**config.mk**
```make
export PLATFORM = sky130hd
export DESIGN_NAME = layer_sched
export DESIGN_NICKNAME = d
export VERILOG_FILES = /design/src/rtl/layer_sched.sv
export SDC_FILE = /design/constraint.sdc
export NUM_CORES = 1
export LEC_CHECK = 0
export BUFFER_PORTS_ARGS = -buffer_cell sky130_fd_sc_hd__buf_2
export CORE_ASPECT_RATIO = 1.2
export CORE_MARGIN = 4
export CORE_UTILIZATION = 47
export CTS_CLUSTER_SIZE = 10
export DETAILED_ROUTE_END_ITERATION = 7
export MAX_ROUTING_LAYER = met4
export PLACE_DENSITY = 0.71
export SLEW_MARGIN = 10
export SYNTH_ARGS = -nofsm -noshare
export SYNTH_HDL_FRONTEND = slang
export SYNTH_SLANG_ARGS = --single-unit
```
**constraint.sdc**
```tcl
create_clock -name clk_in -period 4.25 [get_ports clk_in]
set_input_delay 0.6375 -clock clk_in [delete_from_list [all_inputs] [get_ports clk_in]]
set_output_delay 0.6375 -clock clk_in [all_outputs]
set_load 0.1 [all_outputs]
```
**src/rtl/layer_sched.sv**
```systemverilog
// Frame write scheduler: routes a host colour-byte stream to per-layer buffers
// (byte fastest, then pixel, then layer) and signals frame completion or errors.
module layer_sched #(
  parameter int LAYER_NUM = 8,
  parameter int PIXEL_NUM = 64,
  parameter int BYTE_NUM  = 3
) (
  input  logic                 clk_in,
  input  logic                 rst_in,
  input  logic                 frame_start_in,
  input  logic                 byte_vld_in,
  input  logic [7:0]           byte_data_in,
  output logic [LAYER_NUM-1:0] layer_en_out,
  output logic [5:0]           wr_addr_out,
  output logic [3:0]           byte_en_out,
  output logic [7:0]           byte_data_out,
  output logic                 frame_rdy_out,
  output logic                 busy_out,
  output logic                 frame_err_out
);

  // Handshake: byte_vld_in qualifies byte_data_in for one cycle; there is no
  // ready, so every valid byte is either written (strobe next cycle) or dropped
  // with a frame_err_out pulse next cycle.

  localparam int LW = (LAYER_NUM > 1) ? $clog2(LAYER_NUM) : 1;
  localparam logic [1:0]    BYTE_LAST = 2'(BYTE_NUM - 1);
  localparam logic [5:0]    PIX_LAST  = 6'(PIXEL_NUM - 1);
  localparam logic [LW-1:0] LAY_LAST  = LW'(LAYER_NUM - 1);

  typedef enum logic [1:0] {IDLE, LOAD, COMMIT} state_t;

  state_t        state_q, state_d;
  logic [1:0]    byte_cnt_q, byte_cnt_d;
  logic [5:0]    pix_cnt_q, pix_cnt_d;
  logic [LW-1:0] lay_cnt_q, lay_cnt_d;

  logic [1:0]    eff_byte;
  logic [5:0]    eff_pix;
  logic [LW-1:0] eff_lay;
  logic          accept, last, err;

  always_comb begin
    // A start pulse rewinds the position before the same-cycle byte is placed.
    eff_byte   = frame_start_in ? '0 : byte_cnt_q;
    eff_pix    = frame_start_in ? '0 : pix_cnt_q;
    eff_lay    = frame_start_in ? '0 : lay_cnt_q;
    accept     = byte_vld_in && (frame_start_in || state_q == LOAD);
    last       = (eff_byte == BYTE_LAST) && (eff_pix == PIX_LAST) && (eff_lay == LAY_LAST);
    err        = (frame_start_in && state_q == LOAD) ||
                 (byte_vld_in && !frame_start_in && state_q != LOAD);
    byte_cnt_d = eff_byte;
    pix_cnt_d  = eff_pix;
    lay_cnt_d  = eff_lay;
    state_d    = state_q;

    if (accept) begin
      if (eff_byte == BYTE_LAST) begin
        byte_cnt_d = '0;
        if (eff_pix == PIX_LAST) begin
          pix_cnt_d = '0;
          lay_cnt_d = (eff_lay == LAY_LAST) ? '0 : eff_lay + LW'(1);
        end else begin
          pix_cnt_d = eff_pix + 6'd1;
        end
      end else begin
        byte_cnt_d = eff_byte + 2'd1;
      end
    end

    case (state_q)
      IDLE:    if (frame_start_in) state_d = LOAD;
      LOAD:    state_d = LOAD;
      COMMIT:  state_d = frame_start_in ? LOAD : IDLE;
      default: state_d = IDLE;
    endcase
    if (accept && last) state_d = COMMIT;
  end

  always_ff @(posedge clk_in or posedge rst_in) begin
    if (rst_in) begin
      state_q       <= IDLE;
      byte_cnt_q    <= '0;
      pix_cnt_q     <= '0;
      lay_cnt_q     <= '0;
      layer_en_out  <= '0;
      wr_addr_out   <= '0;
      byte_en_out   <= '0;
      byte_data_out <= '0;
      frame_rdy_out <= 1'b0;
      busy_out      <= 1'b0;
      frame_err_out <= 1'b0;
    end else begin
      state_q       <= state_d;
      byte_cnt_q    <= byte_cnt_d;
      pix_cnt_q     <= pix_cnt_d;
      lay_cnt_q     <= lay_cnt_d;
      layer_en_out  <= accept ? (LAYER_NUM'(1) << eff_lay) : '0;
      wr_addr_out   <= accept ? eff_pix : '0;
      byte_en_out   <= accept ? (4'd1 << eff_byte) : '0;
      if (accept) byte_data_out <= byte_data_in;
      frame_rdy_out <= (state_q == COMMIT);
      busy_out      <= (state_d != IDLE);
      frame_err_out <= err;
    end
  end

endmodule

```
==> results of run 1 <==
==> worst max-delay path, stage by stage <==
cell	delay, ns
buf_2	0.16
inv_2	0.15
nand2_1	0.11
inv_1	0.09
ha_1	0.22
nand2_1	0.07
or3_4	0.42
nor2_4	0.16
mux2_1	0.33
==> path summary, 6_finish.rpt <==
check                                                  start                      endpoint  slack, ns  depth (start not counted)
max in group asynchronous                             rst_in     layer_en_out[5]$_DFF_PP0_       3.44                          3
worst max-delay path                          frame_start_in        lay_cnt_q[1]$_DFF_PP0_       2.08                          9
worst min register to register  byte_data_out[7]$_DFFE_PP0P_  byte_data_out[7]$_DFFE_PP0P_       0.47                          2
worst min-delay path                                  rst_in  byte_data_out[3]$_DFFE_PP0P_       0.46                          3
worst max register to register        pix_cnt_q[1]$_DFF_PP0_        lay_cnt_q[1]$_DFF_PP0_       2.29                          6
min in group clk_in             byte_data_out[7]$_DFFE_PP0P_  byte_data_out[7]$_DFFE_PP0P_       0.47                          2
==> area by class of cell <==
cell class                      count  area, um2
Fill cell                         287       1410
Sequential cell                    42       1050
Multi-Input combinational cell    100        633
Timing Repair Buffer               41        208
Clock buffer                        5       68.8
Tap cell                           37       46.3
Inverter                            7       27.5
Clock inverter                      2       10.0
==> sequential cells by signal (all words and copies together) (netlist names) <==
name,flops
layer_en_out,8
state_q,2
wr_addr_out,6
pix_cnt_q,6
lay_cnt_q,3
frame_rdy_out,1
frame_err_out,1
byte_cnt_q,2
byte_en_out,4
busy_out,1
byte_data_out,8
==> placed cells by master (no fill, tap or decap), drive strengths merged, types with 4 or more instances in the layout <==
cell type,instances
and3,7
nor2,6
clkbuf,5
nand2,40
buf,41
nor2b,4
and2,7
ha,7
inv,6
dfrtp,42
==> cell families (layout without fill, tap and decap cells) <==
group | count (synthesis) | count (layout)
xor+xnor | 3 | 3
buf+inv | 10 | 55
compound gates | 14 | 14
mux | 2 | 2
fa+ha+maj | 7 | 7
simple gates | 74 | 74
flops | 42 | 42
==> power by group through the flow <==
stage          clock (mW)  combinational, mW  sequential (mW)
2_1_floorplan           0             0.0354            0.530
3_3_place_gp            0              0.161            0.432
3_5_place_dp            0              0.163            0.432
4_1_cts             0.248              0.163            0.425
5_1_grt             0.261              0.169            0.427
6_report            0.237              0.161            0.424
==> per-layer routing <==
metal | global-route usage | part of all wire
met2 | 0.251 | 0.45
met5 | - | 0
met3 | 0.0498 | 0.066
met1 | 0.189 | 0.45
met4 | 0.120 | 0.030
==> impl_results.md, run 1 <==
* DP Area at about 0.002 mm2
* First-pass GRT wire length at 5730 um
* Final ANT Viol Nets at 0
* Internal at approximately 0.55 mW
* Synth Area in Simple Gates at 0.225
* Synth area leaders: dfrtp_1, nand2_1, ha_1
* Mapped cell area at 0.00173 mm2
* Seq pwr share at 0.516
* Adder-Cell Fraction of Synth Area at 0.0506
* Crit share post-route at 0.512
* Buffers on Ports at 40
* CP Class: in -> reg
* CP Data Required Time at 4.43 ns
* Switching Fraction at 0.329
* Power per Cell Area at 402 mW/mm2
* Hold_ws at 0.460 ns
* Initial DRC Count at 28
* Pre-CTS WS at around 1.8 ns
* Finished Cell Area at 0.00204 mm2
* Final Core Density at 0.592
* Finished Layout Cells at around 230
* Worst Skew at 0.00844 ns
* Startpoint types: input pin
* Post-CTS sizing at 0
* Yosys warns at 0
* I/O Pins at 41
* Num rows at 23
* Core area at 0.00345 mm2
* RSZ-0062 raised after global routing: false
* Slew headroom at 0.360
* Hold Vio Cnt, Final at 0
* Compound-gate portion of the synthesized area at 0.0629
* DR pass1 iterations at 4
* Area share of the largest cell type after synthesis at 0.607
* Hold_buf cts at 0
* Worst Setup End Kind: register
* Layout cells sized above 1 at 0.310
* Clk sink count at 42
* Placed instance count at 227
* Gr usage total at 0.166
* Routability cong. at 0.791
* Fin. max-slew vios at 0
* Vias per std cell at ~5
* Die extent in x at between 60 and 70 um
* Yosys reg bits at 42
* Top_reg_cell synth: dfrtp_1
* Post-synth EDFFs at 0
* Slew @ Worst Pin at ~0.95 ns
* Die area at 0.00472 mm2
* Syn nets at between 150 and 200
* Maximum root-to-sink buffer count at 2
* Worst vdd ir at about 0.2 mV
* Post-Syn Area per Cell at about 11 um2
* WP data arrival at 2.35 ns
* Fmax at 460 MHz
* Most frequent cell after synthesis: dfrtp_1
* Xor and xnor area share after synthesis at 0.0152
* Hold/Removal Path Class: in -> async
* Global route overflow at 0
* Starting Density at 0.501
* Commonest cells in the netlist: dfrtp_1, nand2_1, and2_1, and3_1, ha_1
* Vias at approximately 1200
* Post-synthesis sequential area ratio at 0.607
* Worst-Skew Late Latency at 0.29 ns
* Root buf cell: clkbuf_8
* Die height at 74.5 um
* Max Cap Violations at 0
* Pwr Total at roughly 0.8 mW
* TritonCTS clock tree: yes
* Drt total wl at 3240 um
* Comb pwr share at 0.196
* Async S/R FF share, synth at 1.00
* HPWL Detailed at 2390 um
* Area Overhead vs Synth at 18.1%
* Clock share of power at 0.288
* Reported leakage power at 1.16 nW
* WL/cell at 13.8 um
* Setup Buffers After CTS at 0
* Outcome: complete, no violations
* Area leader, netlist: dfrtp_1
* H-tree levels at 2
* Initial antenna violation count at 0
* Antenna Cells at 0
* Fin worst setup slack at 2.08 ns
* Final nets at ~220
* Multiplexer share of the synthesized area at 0.0123
* Cts bufs inserted at 5
* Net Sw Power at ~0.27 mW
* # setup viols final at 0
* Sum Neg Setup Slack at 0 ns
* Synth unique cells at 39
* DRC viols at 0
* Peak fanout along the critical path at 10
* Post-Synthesis Cells at 152
* Clock-pin slew on the worst setup and hold paths at 0.07 ns
* Largest net degree at the start of global routing at 43
* Largest family of logic cells by synthesized area: simple AND/OR/NAND/NOR gates
* Vias in the first global route at about 1300
* Min cycle time layout at 2.17 ns
No activity file was read; power rests on OpenSTA's default activity.
==> run 2: changes to the inputs <==
==> constraint.sdc (replaced) <==
create_clock -name clk_in -period 2.1 [get_ports clk_in]
set_input_delay 0.315 -clock clk_in [delete_from_list [all_inputs] [get_ports clk_in]]
set_output_delay 0.315 -clock clk_in [all_outputs]
set_load 0.1 [all_outputs]
==> run 2 against run 1 <==
Combinational power rose by 110%. Die area stayed put. Count of clock-buffer cells in the layout did not move. Largest cell class unchanged. Largest power group unchanged. Highest routed layer unchanged.
==> impl_results.md, run 2 (synthesis gave the netlist of run 1 again) <==
* Outcome: complete, no violations
* I/O Pins at 41
* DR pass1 iterations at 4
* Finished Layout Cells at roughly 240
* Gr usage total at 0.167
* RSZ-0062 raised after global routing: false
* Fin. max-slew vios at 0
* First-pass GRT wire length at approximately 5800 um
* Initial DRC Count at 49
* Post-CTS sizing at 0
* Die extent in x at about 63 um
* Clock-pin slew on the worst setup and hold paths at 0.08 ns
* H-tree levels at 2
* Max Cap Violations at 0
* Fmax at roughly 520 MHz
* Num rows at 23
* Reg-to-Reg Start: pix_cnt_q[1]$_DFF_PP0_
* DRC viols at 0
* Starting Density at 0.501
* Vias in the first global route at about 1300
* WP data arrival at 2.09 ns
* Vias per std cell at 5.12
* Clk sink count at 42
* Core area at 0.00345 mm2
* Worst vdd ir at 0.552 mV
* Finished Cell Area at approximately 0.0021 mm2
* Final ANT Viol Nets at 0
* Initial antenna violation count at 0
* Crit share post-route at 0.909
* Hold_buf cts at 0
* Global route overflow at 0
* Cts bufs inserted at 5
* Reported leakage power at 1.19 nW
* CP Data Required Time at around 2.3 ns
* Peak fanout along the critical path at 4
* Largest net degree at the start of global routing at 43
* CP Class: reg -> reg
* Worst-Skew Late Latency at 0.29 ns
* Count of buffer and inverter cells on the critical path at 0
* DP Area at 0.00199 mm2
* HPWL Detailed at 2390 um
* Worst Setup End Kind: register
* Slew @ Worst Pin at 0.583 ns
* Antenna Cells at 0
* Routability cong. at 0.786
* Crit path max-delay family: simple AND/OR/NAND/NOR gates
* Critical Path Max Stage Delay at 0.42 ns
* Setup Buffers After CTS at 0
* Die height at 74.5 um
* Min cycle time layout at 1.91 ns
* Maximum root-to-sink buffer count at 2
* Die area at 0.00472 mm2
* # setup viols final at 0
* Sum Neg Setup Slack at 0 ns
* CP max stage cell: or3_4
* Most frequent cells in the layout: dfrtp_1, buf_2, nand2_1
* Worst Skew at approximately 0.0051 ns
* Largest registers: byte_data_out (8), layer_en_out (8)
* Placed instance count at 230
* Power per Cell Area at 861 mW/mm2
* Crit-path cells: nor2b_1, ha_1, nand2_1, or3_4, nor2_4, mux2_1
* Startpoint types: register
* Hold Vio Cnt, Final at 0
* Vias at 1219
* TritonCTS clock tree: yes
* Area Overhead vs Synth at 21.1%
* Hold/Removal Path Class: in -> async
* Drt total wl at roughly 3300 um
* Crit path launch: pix_cnt_q[1]$_DFF_PP0_
* Buffers on Ports at 40
* Most common cell after layout, fill and taps aside: dfrtp_1
* Final nets at 219
* Layout cells sized above 1 at 0.323
* Root buf cell: clkbuf_8
* WL/cell at 14.1 um
* Slew headroom at 0.611
## run 2: tightest hold or removal path, stage by stage
cell	delay, ns
buf_2	0.10
inv_1	0.04
buf_4	0.43
## run 2: routing by layer
layer  GRT usage  share of wire  up-vias
li1            -              -      587
met1       0.191           0.42      584
met2       0.282           0.50       43
met3      0.0332          0.071        5
met4      0.0863          0.015        0
met5           -              0        -
## run 2: power breakdown
part / switching [mW] / internal, mW / leakage [nW]
clock: 0.266 / 0.350 / 0.0579
combinational: 0.276 / 0.0554 / 0.579
sequential: 0.0175 / 0.841 / 0.556
total: 0.559 / 1.25 / 1.19
## run 2: cell type report
| cell class | count | area [um2] |
|---|---|---|
| multi-input combinational | 100 | 633 |
| sequential | 42 | 1050 |
| inverter | 7 | 27.5 |
| clock buffer | 5 | 68.8 |
| fill | 296 | 1360 |
| tap | 37 | 46.3 |
| timing repair buffer | 44 | 230 |
| clock inverter | 3 | 40.0 |
## run 2: final timing paths
path,end,slack [ns],depth (start not counted)
setup / recovery,lay_cnt_q[1]$_DFF_PP0_,0.19,6
hold / removal,byte_data_out[3]$_DFFE_PP0P_,0.14,3
setup reg to reg,lay_cnt_q[1]$_DFF_PP0_,0.19,6
hold reg to reg,byte_data_out[5]$_DFFE_PP0P_,0.47,2
max in group asynchronous,wr_addr_out[0]$_DFF_PP0_,1.60,3
min in group clk_in,byte_data_out[4]$_DFFE_PP0P_,0.22,3
## run 2: stage by stage
stage	util	total power, mW	hold slack (ns)	setup slack, ns
global placement	0.576	1.20	0.452	0.206
floorplan	-	1.14	0.420	0.180
global route	0.607	1.87	0.195	0.0851
finish	0.607	1.81	0.140	0.190
detailed placement	0.576	1.21	0.457	0.0964
CTS	0.607	1.82	0.163	0.194
==> run 3: changes to the inputs <==
--- a/config.mk
+++ b/config.mk
@@ -5,6 +5,7 @@
 export SDC_FILE = /design/constraint.sdc
 export NUM_CORES = 1
 export LEC_CHECK = 0
+export ABC_AREA = 1
 export BUFFER_PORTS_ARGS = -buffer_cell sky130_fd_sc_hd__buf_2
 export CORE_ASPECT_RATIO = 1.2
 export CORE_MARGIN = 4
==> run 3 against run 2 <==
Clock power shrank 24%. Global-route usage shrank 2.5 points. Maximum frequency grew 28%. Via count grew 5.4%. Largest cell class unchanged.
==> impl_results.md, run 3 <==
* Slew @ Worst Pin at 0.497 ns
* Area share of the largest cell type after synthesis at 0.580
* Worst reg-to-reg path cell count at 7
* Clk sink count at 42
* Vias at around 1300
* I/O Pins at between 40 and 50
* Crit-path cells: nand2_1, inv_1, ha_1, ha_1, inv_1, nor3_1, nor2_1
* Final nets at between 200 and 300
* Worst Setup End Kind: register
* Area Overhead vs Synth at 18.2%
* Commonest cells in the netlist: nand2_1, dfrtp_1, inv_1
* Post-CTS sizing at 0
* Largest registers: byte_data_out (8), layer_en_out (8)
* # setup viols final at 0
* Drt total wl at between 3000 and 4000 um
* Reported leakage power at 1.23 nW
* Die height at roughly 76 um
* Die extent in x at 64.7 um
* Crit share post-route at 0.712
* Sum Neg Setup Slack at 0 ns
* Comb pwr share at 0.158
* Initial antenna violation count at 0
* Most frequent cells in the layout: nand2_1, dfrtp_1, buf_2, inv_1, nor2_1
* Root buf cell: clkbuf_8
* Layout cells sized above 1 at 0.266
* Seq pwr share at 0.540
* Routability cong. at 0.800
* Syn nets at 208
* Starting Density at 0.495
* DRC viols at 0
* Clock share of power at 0.302
* WP data arrival at 1.68 ns
* Hold Vio Cnt, Final at 0
* RSZ-0062 raised after global routing: false
* Post-synthesis sequential area ratio at 0.580
* Worst-Skew Late Latency at about 0.29 ns
* Net Sw Power at between 0.4 and 0.5 mW
* Worst vdd ir at 0.490 mV
* Crit path max-delay family: adder cells
* Initial DRC Count at 28
* Post-synth EDFFs at 0
* Startpoint types: register
* Die area at ~0.0049 mm2
* Reg2reg end: lay_cnt_q[2]$_DFF_PP0_
* Reg-to-Reg Start: lay_cnt_q[0]$_DFF_PP0_
* Global route overflow at 0
* Hold_ws at 0.141 ns
* Setup Buffers After CTS at 0
* Max Cap Violations at 0
* Mapped cell area at ~0.0018 mm2
* Fin. max-slew vios at 0
* Outcome: complete, no violations
* Internal at between 1 and 1.5 mW
* WL/cell at ~11 um
* Fmax at 669 MHz
* Yosys warns at 0
* Buffers on Ports at 40
* H-tree levels at 2
* Yosys reg bits at 42
* Count of buffer and inverter cells on the critical path at 2
* HPWL Detailed at around 2200 um
* Vias per std cell at 4.51
* Most common cell after layout, fill and taps aside: nand2_1
* Gr usage total at 0.142
* CP Class: reg -> reg
* DR pass1 iterations at 4
* Layout fillers at 349
* Min cycle time layout at about 1.5 ns
* CP max stage cell: dfrtp_1
* Peak fanout along the critical path at 4
* Synth unique cells at 22
* Area leader, netlist: dfrtp_1
* Synth area leaders: dfrtp_1, nand2_1, inv_1
* Vias in the first global route at 1176
* First-pass GRT wire length at 5280 um
* Maximum root-to-sink buffer count at 2
* CP Data Required Time at 2.28 ns
* R2R setup slack at 0.61 ns
* Async S/R FF share, synth at 1.00
* Power per Cell Area at 729 mW/mm2
* Switching Fraction at 0.301
* Clock-pin slew on the worst setup and hold paths at 0.07 ns
* Slew headroom at 0.669
* TritonCTS clock tree: yes
* Cts bufs inserted at 5
* Largest net degree at the start of global routing at 43
* Post-Synthesis Cells at 189
* Antenna Cells at 0
* Core area at approximately 0.0037 mm2
* Worst Skew at 0.00477 ns
* Top_reg_cell synth: dfrtp_1
* Final ANT Viol Nets at 0
* Hold/Removal Path Class: in -> async
* Num rows at 24
* Hold_buf cts at 0
* Critical Path Max Stage Delay at 0.36 ns
* Most frequent cell after synthesis: nand2_1
* Post-Syn Area per Cell at 9.59 um2
==> run 3: worst max-delay path by stage <==
stage	from	endpoint	cells after the start
after global placement	frame_start_in	lay_cnt_q[0]$_DFF_PP0_	10
after floorplan	frame_start_in	lay_cnt_q[2]$_DFF_PP0_	9
after detailed placement	frame_start_in	lay_cnt_q[2]$_DFF_PP0_	10
after CTS	lay_cnt_q[0]$_DFF_PP0_	lay_cnt_q[2]$_DFF_PP0_	7
after global routing	lay_cnt_q[0]$_DFF_PP0_	lay_cnt_q[2]$_DFF_PP0_	7
final	lay_cnt_q[0]$_DFF_PP0_	lay_cnt_q[2]$_DFF_PP0_	7
==> run 3: power by group through the flow <==
stage / clock (mW) / sequential, mW / combinational [mW]
after floorplan: 0 / 1.00 / 0.0608
after global placement: 0 / 0.858 / 0.247
after detailed placement: 0 / 0.857 / 0.250
after CTS: 0.485 / 0.843 / 0.250
after global routing: 0.534 / 0.845 / 0.261
final: 0.471 / 0.843 / 0.246
==> run 3: final cells by class <==
cell class	count	area, um2	share of cell area
Clock inverter	2	10.0	0.00467
Inverter	27	104	0.0485
Clock buffer	5	68.8	0.0321
Sequential cell	42	1050	0.491
Timing Repair Buffer	41	208	0.0970
Multi-Input combinational cell	116	636	0.297
Tap cell	52	65.1	0.0304
==> run 3: stage by stage <==
stage	setup slack [ns]	power (mW)	utilization	cell area, um2	cells
6_report	0.605	1.56	0.585	2140	285
3_5_place_dp	0.302	1.11	0.563	2060	278
5_1_grt	0.462	1.64	0.585	2140	285
4_1_cts	0.584	1.58	0.585	2140	285
3_3_place_gp	0.368	1.11	0.563	2060	278
2_1_floorplan	0.543	1.06	-	1810	189
==> run 3: worst register-to-register path, stage by stage, from the launching register on <==
cell	delay, ns
dfrtp_1	0.36
nand2_1	0.14
inv_1	0.10
ha_1	0.24
ha_1	0.28
inv_1	0.04
nor3_1	0.16
nor2_1	0.06
==> run 3: per-layer routing <==
metal,global-route usage,share of wire
met3,0.0501,0.058
met5,-,0
met2,0.221,0.50
met1,0.171,0.43
met4,0.0507,0.014
==> run 3: logic make-up (layout without fill, tap and decap cells) <==
family,after synthesis,in the layout,synth area share
xor+xnor,1,1,0.00483
flops,42,42,0.580
buf+inv,31,75,0.0697
simple gates,99,99,0.265
compound gates,9,9,0.0324
fa+ha+maj,7,7,0.0483
